--- config.mk ---
export PLATFORM = sky130hd
export DESIGN_NAME = req_chan_arbiter
export DESIGN_NICKNAME = d
export VERILOG_FILES = /design/src/rtl/req_chan_arbiter.sv
export SDC_FILE = /design/constraint.sdc
export NUM_CORES = 1
export LEC_CHECK = 0
export BUFFER_PORTS_ARGS = -buffer_cell sky130_fd_sc_hd__buf_4
export CORE_ASPECT_RATIO = 0.7
export CORE_MARGIN = 4
export CORE_UTILIZATION = 29
export DETAILED_ROUTE_END_ITERATION = 8
export PLACE_DENSITY_LB_ADDON = 0.3
export SYNTH_ARGS = -nofsm -noshare
export SYNTH_HDL_FRONTEND = slang
export SYNTH_SLANG_ARGS = --single-unit
--- constraint.sdc ---
create_clock -name clk -period 1.8 [get_ports clk]
set_input_delay 0.27 -clock clk [delete_from_list [all_inputs] [get_ports clk]]
set_output_delay 0.27 -clock clk [all_outputs]
set_load 0.01 [all_outputs]
--- src/rtl/req_chan_arbiter.sv ---
// Request-channel arbiter: four masters share one slave request channel through an IDLE/GRANT/BUSY FSM.
// Optional round-robin priority is enabled by defining REQ_ARB_RR_EN; otherwise priority is fixed at INIT_PTR.
module req_chan_arbiter #(
    parameter logic [1:0] INIT_PTR = 2'd0
) (
    input  logic         clk,
    input  logic         rst_n,
    input  logic [3:0]   req_rq,
    output logic [3:0]   gnt_rq,
    input  logic [3:0]   m_a_valid,
    output logic [3:0]   m_a_ready,
    input  logic [15:0]  m_a_id,
    input  logic [127:0] m_a_addr,
    input  logic [23:0]  m_a_atop,
    output logic         s_a_valid,
    input  logic         s_a_ready,
    output logic [3:0]   s_a_id,
    output logic [31:0]  s_a_addr,
    output logic [5:0]   s_a_atop,
    output logic         busy,
    output logic [1:0]   cur_master
);

    typedef enum logic [1:0] {
        IDLE   = 2'd0,
        GRANT  = 2'd1,
        BUSY   = 2'd2,
        UNUSED = 2'd3
    } state_t;

    state_t     state;
    logic [1:0] sel;
    logic [1:0] ptr;
    logic [1:0] winner;
    logic       active;
    logic       handshake;

    // First set request at or above base (mod 4) wins; scanning downward lets the nearest one overwrite.
    function automatic logic [1:0] pick(input logic [3:0] req, input logic [1:0] base);
        logic [1:0] idx;
        pick = base;
        for (int i = 3; i >= 0; i--) begin
            idx = base + 2'(i);
            if (req[idx]) pick = idx;
        end
    endfunction

    assign winner    = pick(req_rq, ptr);
    assign active    = (state == GRANT) || (state == BUSY);
    assign handshake = s_a_valid & s_a_ready;

    // NOTE: sequential state uses non-blocking assignments so every register samples pre-edge values.
    always_ff @(posedge clk or negedge rst_n) begin
        if (!rst_n) begin
            state  <= IDLE;
            sel    <= 2'd0;
            gnt_rq <= 4'b0000;
        end else begin
            case (state)
                IDLE: begin
                    if (|req_rq) begin
                        sel    <= winner;
                        gnt_rq <= 4'b0001 << winner;
                        state  <= GRANT;
                    end
                end
                GRANT: begin
                    gnt_rq <= 4'b0000;
                    state  <= BUSY;
                end
                BUSY: begin
                    if (handshake) state <= IDLE;
                end
                default: begin
                    gnt_rq <= 4'b0000;
                    state  <= IDLE;
                end
            endcase
        end
    end

`ifdef REQ_ARB_RR_EN
    always_ff @(posedge clk or negedge rst_n) begin
        if (!rst_n) begin
            ptr <= INIT_PTR;
        end else if (state == BUSY && handshake) begin
            ptr <= sel + 2'd1;
        end
    end
`else
    assign ptr = INIT_PTR;
`endif

    // NOTE: every combinational output gets a default first so no latch is inferred.
    always_comb begin
        s_a_valid = 1'b0;
        s_a_id    = 4'd0;
        s_a_addr  = 32'd0;
        s_a_atop  = 6'd0;
        m_a_ready = 4'b0000;
        if (active) begin
            s_a_valid      = m_a_valid[sel];
            s_a_id         = m_a_id[{sel, 2'b00} +: 4];
            s_a_addr       = m_a_addr[{sel, 5'b00000} +: 32];
            s_a_atop       = m_a_atop[int'(sel) * 6 +: 6];
            m_a_ready[sel] = s_a_ready;
        end
    end

    assign busy       = active;
    assign cur_master = active ? sel : 2'd0;

endmodule

==> results.md, run 1 <==
- Status: finished with violations
- Failing checks: negative setup slack
- Grt ovf: 0
- Clock transition at the registers of the reported paths: about 0.040 ns
- Compound-Gate Fraction of Synth Area: just under 6%
- TritonCTS buffer count: 3
- Worst Path Arrival: roughly 1.7 ns
- Number of port buffers: roughly 230
- Reg2reg setup slack: around 0.050 ns
- Simple-Gate Fraction of Synth Area: slightly above 20%
- Most frequent cells in the layout: 195 x buf_4, 44 x buf_6, 43 x and2_4
- Mean routed wirelength per cell: between 15 and 20 um
- Setup TNS: -6.39 ns
- Placed cell areas: ~0.0037 sq mm
- Share of cells above drive strength 1: between 80% and 90%
- Placer Congestion: 0.816
- Pre-CTS WS: around 0.022 ns
- CTS sink cnt: 8
- Worst R2R Path Depth: 6
- Drt pass-1 iters: 4
- Crit path time final: ~2.0 ns
- Most common cell after layout, fill and taps aside: buf_4
- Post-synthesis register bit count: 8
- Worst setup EP type: output pin
- Core area: 0.00581 sq mm
- Antenna violations before repair: 0
- DIE HEIGHT: between 70 and 80 um
- R2r startpoint: state[1]
- Area grow syn2layout: 138%
- Top FF cell, synth: dfrtp_1
- Clk_lat worst skew: around 0.23 ns
- Hold endpoint: gnt_rq[1]
- Tcrit/Tclk final: 111%
- Peak Freq: between 500 and 600 MHz
- # rows: 23
- Reg-to-reg endpoint: state[0]
- Max rail drop VDD: about 1.1 mV
- Post-Syn Instances: 151
- Initial core utilization: a little under a third
- RSZ-0062 raised after global routing: true
- Power density over the cells: roughly 1700 mW/mm^2
- Critical path fanouts, max: 7
- # diodes: 0
- First-pass GRT wire length: 12.4 mm
- Setup WS post-layout: -0.190 ns
- Number of global-route vias before repair: ~2500
- P_leak: slightly above 2 nW
- Vias: between 2000 and 2500
- YS warnings: 0
- Final hold viol count: 0
- Xor and xnor area share after synthesis: 0%
- Worst-case clock skew: around 0.0012 ns
- Slew Limit Headroom: about 85%
- TritonCTS clock tree: done
- WP buf/inv: 3
- Tot Pwr: 7.33 mW
- Critical Path RT: about 1.5 ns
- Pin count of the biggest net entering global routing: 26
- Gr usage total: between 20% and 30%
- Post-Layout Inst Area: between 0.004 and 0.005 sq mm
- Largest family of logic cells by synthesized area: multiplexers
- Die area: 0.00742 sq mm
- Async SR Flop Fraction: between 90% and 100%
- HP Start: req_rq[0]
- Final HPWL DP: between 7 and 8 mm
- Unique masters post-synth: 25
- DRC marker count from the first detailed-route iteration: around 50
- Hold Crit Depth: 2
- Final setup viols: between 40 and 50
- CP max stage cell: mux4_2
- CP peak stage delay: 0.50 ns
- Multiplexer area fraction after synthesis: between 50% and 60%
- Synth Area in Adders: roughly 2.1%
- Slew at the pin closest to its max-slew limit: 0.223 ns
- Hold Path Class: in -> reg
- Type of the worst setup path: reg -> out
- Io pins: 233
- Die X: a little over 100 um
- Post-layout nets: 576
- Mean post-synth cell area: approximately 12 sq um
- Setup crit start kind: flop
- Critical path's top delay family: multiplexers
- Seq/Total Area, Yosys: a little under an eighth
- Mapped Area: between 0.0015 and 0.002 sq mm
- DRC viols: 0
- Synth Net Count: about 330
- Post-DR vias/cell: between 5 and 6
- Maximum clock path buffer count: 2
- Cell Chain, Critical Path: buf_12 -> clkbuf_16 -> mux4_2 -> and2_4 -> buf_6
- H-Tree Depth: 1
- CTS root buffer: clkbuf_8
- Number of flops mapped to enable cells by yosys: 0
- Max-capacitance violation count: 0
- Routed Antenna Nets: 0
- Slew Viols, Final: 0
- Drt total wl: 8.90 mm
## routing by layer
layer  global-route usage (%)  wire [um]  vias to the layer above
li1                         -          -                     1072
met1                     22.4       3050                     1152
met2                     43.4       4980                      123
met3                     5.03        779                        9
met4                     4.42         82                        0
met5                        0          0                        -
## worst max-delay path by stage
| stage | startpoint | to | depth (start not counted) |
|---|---|---|---|
| floorplan | state[0] | state[0] | 6 |
| global placement | state[0] | state[0] | 6 |
| detailed placement | state[0] | state[0] | 6 |
| CTS | sel[0] | s_a_addr[31] | 4 |
| global route | sel[0] | s_a_addr[11] | 5 |
| finish | sel[0] | s_a_addr[4] | 5 |
## power breakdown
| part | internal (mW) | total (mW) | switching (mW) |
|---|---|---|---|
| Clock | 0.145 | 0.216 | 0.0715 |
| Sequential | 0.258 | 0.346 | 0.0879 |
| Combinational | 4.27 | 6.77 | 2.49 |
| Total | 4.68 | 7.33 | 2.65 |
## state kept, by name, summed over array words and instances (netlist names)
register  cells
gnt_rq        4
sel           2
state         2
## synthesized netlist by cell type (all sizes together), types with 2 or more instances
cell type,n,area [sq um]
clkbuf,4,15.0
and2,43,269
o22a,2,17.5
ha,3,37.5
o21ai,3,18.8
mux2,2,22.5
nand2,7,26.3
nor2,7,26.3
o21a,2,15.0
inv,5,18.8
dfrtp,8,200
o31ai,2,15.0
o21bai,2,26.3
mux2i,2,20.0
nand2b,2,12.5
a21oi,2,10.0
buf,10,46.3
mux4,42,946
## layout make-up
class / count / area, sq um
flip-flops and latches: 8 / 203
fillers: 444 / 1610
multi-input cells: 124 / 1620
repair buffers: 252 / 2230
well taps: 75 / 93.8
inverters: 5 / 18.8
clock buffers: 3 / 41.3
## worst register-to-register path, stage by stage, from the launching register on
cell and delay, ns:
dfrtp_1 0.39, inv_2 0.09, ha_4 0.13, or3b_4 0.40, o21ai_1 0.19, o21ai_2 0.10, mux2_1 0.32
## through the flow
stage,instances,hold slack (ns),utilization [%]
after floorplan,151,-0.0256,-
after global placement,454,0.0961,63.2
after detailed placement,454,0.0964,63.2
after CTS,459,0.270,69.2
after global routing,467,0.271,72.4
final,467,0.277,72.4
## kinds of logic after synthesis
logic type | count (synthesis)
AO/OA/AOI/OAI | 13
adder cells (fa/ha/maj) | 3
AND/OR/NAND/NOR | 62
buffers and inverters | 19
multiplexers | 46
flip-flops | 8
## what timing repair did
action                     4_1_cts  5_1_grt
hold buffers                     1        0
setup endpoints to repair       45       46
pin swaps                        3       35
setup buffers                    0        2
hold endpoints to repair         8        0
resized for setup               83       14
cloned                           1        6
(Power assumes the default switching activity.)
==> inputs of run 2 (changes only) <==
Settings changed: MAX_ROUTING_LAYER from default to met4.
==> run 2 against run 1 <==
  * The run still ends with negative setup slack left
  * Core utilization unchanged
  * Combinational power about the same
  * Register-to-register slack about the same
  * Sequential cell count unchanged
  * Worst hold slack worse by 0.0016 ns
  * Critical path type unchanged
==> results.md, run 2 (synthesis gave the netlist of run 1 again) <==
- Status: finished with violations
- Failing checks: negative setup slack
- Drt pass-1 iters: 4
- DRC viols: 0
- Io pins: 233
- RSZ-0062 raised after global routing: true
- DIE HEIGHT: around 73 um
- Hold Path Class: in -> reg
- Most frequent cells in the layout: 195 x buf_4, 44 x buf_6, 43 x and2_4
- Pin count of the biggest net entering global routing: 26
- Regs by FF count: gnt_rq: 4 flops, sel: 2 flops, state: 2 flops
- Most common cell after layout, fill and taps aside: buf_4
- Drt total wl: 8.90 mm
- P_leak: around 2.1 nW
- Area grow syn2layout: 138%
- Setup crit start kind: flop
- Slew Limit Headroom: 85.0%
- Die X: approximately 100 um
- Placer Congestion: a little over 0.8
- Type of the worst setup path: reg -> out
- Clock transition at the registers of the reported paths: 0.04 ns
- H-Tree Depth: 1
- Vias: 2355
- Worst setup EP type: output pin
- Reg2reg setup slack: around 0.040 ns
- Hold Crit Depth: 2
- Reg with most FFs: gnt_rq
- Pre-CTS WS: around 0.022 ns
- DRC marker count from the first detailed-route iteration: 60
- Setup WS post-layout: -0.188 ns
- Final HPWL DP: about 7 mm
- HP Start: req_rq[0]
- Max-capacitance violation count: 0
- Max rail drop VDD: around 1.1 mV
- First-pass GRT wire length: 12.4 mm
- Hold endpoint: gnt_rq[1]
- Clk_lat worst skew: roughly 0.23 ns
- Max reg flops: 4
- Post-DR vias/cell: 5.04
- Net Sw Power: ~2.7 mW
- Crit path time final: 1.99 ns
- Critical path fanouts, max: 7
- Core area: 0.00581 sq mm
- Setup TNS: -6.35 ns
- Sequential Power Share: between 4 and 5%
- R2r startpoint: state[1]
- CTS root buffer: clkbuf_8
- Mean routed wirelength per cell: 19.1 um
- Worst-case clock skew: roughly 0.00091 ns
- Layout fillers: 444
- Gate power share: just over 90%
- # diodes: 0
- TritonCTS clock tree: done
- CP max stage cell: mux4_2
- Internal power: approximately 4.7 mW
- Peak Freq: between 500 and 600 MHz
- Number of global-route vias before repair: roughly 2500
- Share of cells above drive strength 1: between 80% and 90%
- TritonCTS buffer count: 3
- Non-Filler Instances: roughly 470
- Die area: between 0.007 and 0.008 sq mm
- Tot Pwr: about 7.3 mW
- Routed Antenna Nets: 0
- Maximum clock path buffer count: 2
- CP peak stage delay: approximately 0.50 ns
- # rows: 23
- Final hold viol count: 0
- Gr usage total: roughly 22%
- Final setup viols: between 40 and 50
- Number of port buffers: about 230
- Worst R2R Path Depth: 6
- Placed instance count: roughly 450
- Antenna violations before repair: 0
- Tcrit/Tclk final: 110%
- Grt ovf: 0
- CTS sink cnt: 8
- Sw Ratio: 36.2%
- Slew Viols, Final: 0
- Cell Chain, Critical Path: buf_12 -> clkbuf_16 -> mux4_2 -> and2_4 -> buf_6
- Post-layout nets: approximately 580
- Slew at the pin closest to its max-slew limit: 0.223 ns
- Worst Path Arrival: between 1.5 and 2 ns
- Power share of the clock group: under 10%
- Initial core utilization: 30.4%
- Power density over the cells: around 1700 mW/mm^2
- Reg-to-reg endpoint: state[0]
- Critical Path RT: around 1.5 ns
-- run 2: cell counts in the layout (fill, tap and decap cells not counted) --
No cell type changed its count.
-- run 2: critical path: cells and delay by family, from the launching register on --
kind,cells,cell delay (ns)
DFF,1,0.40
muxes,1,0.50
and+or+nand+nor,1,0.15
buffers and inverters,3,0.42
-- run 2: per-stage QoR --
step / area, sq um / hold slack (ns) / util [%]
2_1_floorplan: 1770 / -0.0256 / -
3_3_place_gp: 3670 / 0.0961 / 63.2
3_5_place_dp: 3670 / 0.0964 / 63.2
4_1_cts: 4020 / 0.270 / 69.2
5_1_grt: 4210 / 0.271 / 72.4
6_report: 4210 / 0.276 / 72.4
-- run 2: repair_timing --
item                       CTS  global route
buffers inserted             0             2
pin swaps                    3            35
hold buffers                 1             0
gates cloned                 1             6
setup endpoints to repair   45            46
resized for setup           83            14
hold endpoints to repair     8             0
-- run 2: cell type report --
type | count | area (sq um) | area share [%]
Timing Repair Buffer | 252 | 2230 | 53.0
Multi-Input combinational cell | 124 | 1620 | 38.5
Sequential cell | 8 | 203 | 4.82
Tap cell | 75 | 93.8 | 2.23
Clock buffer | 3 | 41.3 | 0.981
Inverter | 5 | 18.8 | 0.446
-- run 2: per-layer routing --
layer,global-route usage (%),wire [um],share of wire (%)
met1,22.6,3100,35
met5,-,0,0
met2,43.4,4950,56
met3,4.74,755,8.5
met4,4.42,97,1.1
-- run 2: worst max path at each step --
stage                     startpoint  cells past startpoint            to  slack, ns
after floorplan             state[0]                      6      state[0]       0.02
after global placement      state[0]                      6      state[0]       0.07
after detailed placement    state[0]                      6      state[0]       0.02
after CTS                     sel[0]                      4  s_a_addr[31]      -0.19
after global routing          sel[0]                      5  s_a_addr[11]      -0.23
final                         sel[0]                      5   s_a_addr[4]      -0.19
-- run 2: power by group through the flow --
stage | registers, mW | clock network (mW) | logic, mW
floorplan | 0.304 | 0 | 2.73
global placement | 0.336 | 0 | 4.81
detailed placement | 0.341 | 0 | 4.88
CTS | 0.339 | 0.228 | 6.29
global route | 0.354 | 0.240 | 7.18
finish | 0.347 | 0.217 | 6.76
==> inputs of run 3 (changes only) <==
Settings changed: BUFFER_PORTS_ARGS -buffer_cell sky130_fd_sc_hd__buf_4 to default, CORE_AREA from default to 4 4 87 89, CORE_ASPECT_RATIO 0.7 to default, CORE_MARGIN 4 to default, CORE_UTILIZATION 29 to default, DIE_AREA from default to 0 0 91 93, DONT_BUFFER_PORTS from default to 1.
==> run 3 against run 2 <==
  * Sequential power rose by 4%
  * Register-to-register slack better by 0.05 ns
  * Non-clock buffer count shrank 239
  * Worst hold slack got worse by 0.15 ns
  * Worst setup slack better by 0.10 ns
  * Clock skew increased by 0.0020 ns
  * Cell count fell by 50%
  * Cell area shrank 48%
  * The flow still finishes with violations (negative setup slack)
  * Routed wire length shrank 25%
  * Clock power grew 6%
  * First-iteration DRC count up 17%
==> results.md, run 3 (synthesis gave the netlist of run 1 again) <==
- Status: finished with violations
- Failing checks: negative setup slack
- Tcrit/Tclk final: 105%
- Slew at the pin closest to its max-slew limit: ~0.38 ns
- Placer Congestion: a little over 0.8
- Peak Freq: roughly 530 MHz
- Slew Limit Headroom: about three quarters
- # rows: 30
- Setup WS post-layout: -0.0888 ns
- Most frequent cells in the layout: 42 x mux4_2, 42 x and2_4, 7 x nand2_1, 7 x nor2_1, 6 x dfrtp_1
- RSZ-0062 raised after global routing: true
- Tot Pwr: 4.82 mW
- Drt pass-1 iters: 4
- Die X: 91 um
- Antenna violations before repair: 0
- Gr usage total: ~15%
- Initial core utilization: around a quarter
- DIE HEIGHT: approximately 93 um
- Setup crit start kind: flop
- Number of port buffers: 0
- Core area: a little under 0.007 sq mm
- WL met3: 729 um
- Worst setup EP type: output pin
- Area grow syn2layout: 22.9%
- WL met1: roughly 2.4 mm
- Worst Path Arrival: ~1.6 ns
- DRC marker count from the first detailed-route iteration: 70
- Layout fillers: between 600 and 700
- Die area: around 0.0085 sq mm
- Post-Layout Inst Area: ~0.0022 sq mm
- Final HPWL DP: ~5.4 mm
- Clk_lat worst skew: 0.23 ns
- TritonCTS clock tree: done
- Regs by FF count: gnt_rq: 4 flops, sel: 2 flops, state: 2 flops
- First-pass GRT wire length: approximately 9.4 mm
- Number of global-route vias before repair: 1600
- Maximum clock path buffer count: 2
- Pin count of the biggest net entering global routing: 29
- Final hold viol count: 0
- Placed cell areas: 0.00192 sq mm
- CTS root buffer: clkbuf_8
- Routed length on met2: between 3 and 4 mm
- Hold Crit Depth: 1
- TritonCTS buffer count: 3
- Core Util, Final: between 30% and 40%
- Type of the worst setup path: reg -> out
- Max reg flops: 4
- Critical Path RT: between 1.5 and 2 ns
- Clock transition at the registers of the reported paths: around 0.04 ns
- Max-capacitance violation count: 0
- Mean routed wirelength per cell: 28.4 um
- Share of cells above drive strength 1: 70.8%
- Slew Viols, Final: 0
- H-Tree Depth: 1
- Crit path time final: ~1.9 ns
- DRC viols: 0
- Reg with most FFs: gnt_rq
- Worst R2R Path Depth: 6
- Grt ovf: 0
- CTS sink cnt: 8
- Top layer in use: met4
- Vias: 1410
- Drt total wl: around 6.6 mm
- Post-layout nets: between 300 and 400
- P_leak: a little over 0.8 nW
- Final setup viols: 42
- Pre-CTS WS: ~0.046 ns
- Post-DR vias/cell: ~6.0
- Power density over the cells: about 2200 mW/mm^2
- Routed Antenna Nets: 0
- Worst-case clock skew: 0.00294 ns
- Io pins: 233
- Hold Path Class: in -> reg
- Critical path fanouts, max: 7
- Max rail drop VDD: 1.07 mV
- # diodes: 0
[run 3: layer usage]
layer  track usage (%)  up-vias
li1                  -      591
met1              17.0      686
met2              24.8      125
met3              4.51        8
met4              3.52        0
met5                 -        -
[run 3: final timing paths]
path / startpoint / endpoint / slack, ns
setup / recovery: sel[0] / s_a_addr[1] / -0.09
hold / removal: req_rq[0] / gnt_rq[1] / 0.13
setup reg to reg: state[0] / state[0] / 0.09
hold reg to reg: state[1] / state[1] / 0.54
max in group asynchronous: rst_n / sel[0] / 1.12
min in group asynchronous: rst_n / gnt_rq[0] / 0.39
[run 3: layout make-up]
cell class / count / area [sq um] / area share (%)
Tap cell: 80 / 100 / 4.61
Sequential cell: 8 / 203 / 9.33
Clock buffer: 4 / 45.0 / 2.07
Multi-Input combinational cell: 124 / 1610 / 74.0
Timing Repair Buffer: 13 / 198 / 9.10
Inverter: 5 / 18.8 / 0.864
[run 3: repair_timing]
action	CTS	global route
setup buffers	1	0
endpoints found under the hold margin	8	0
gates resized for setup	44	6
pin swaps	0	1
setup endpoints to repair	42	45
gates cloned	2	0
hold buffers	1	0
[run 3: metrics by stage]
stage	hold slack, ns	std cells	TNS, ns
after floorplan	-0.0256	151	0
after global placement	-0.0253	226	0
after detailed placement	-0.0254	226	0
after CTS	0.121	234	-2.81
after global routing	0.131	234	-4.58
final	0.125	234	-2.09
[run 3: worst max-delay path: stages, from the launching register on]
cell and delay [ns]:
dfrtp_2 0.44, buf_12 0.14, buf_16 0.13, mux4_2 0.49, and2_4 0.18
[run 3: power breakdown]
group	switching, mW	internal [mW]	total [mW]
Sequential	0.102	0.258	0.360
Combinational	1.87	2.35	4.22
Clock	0.0773	0.154	0.231
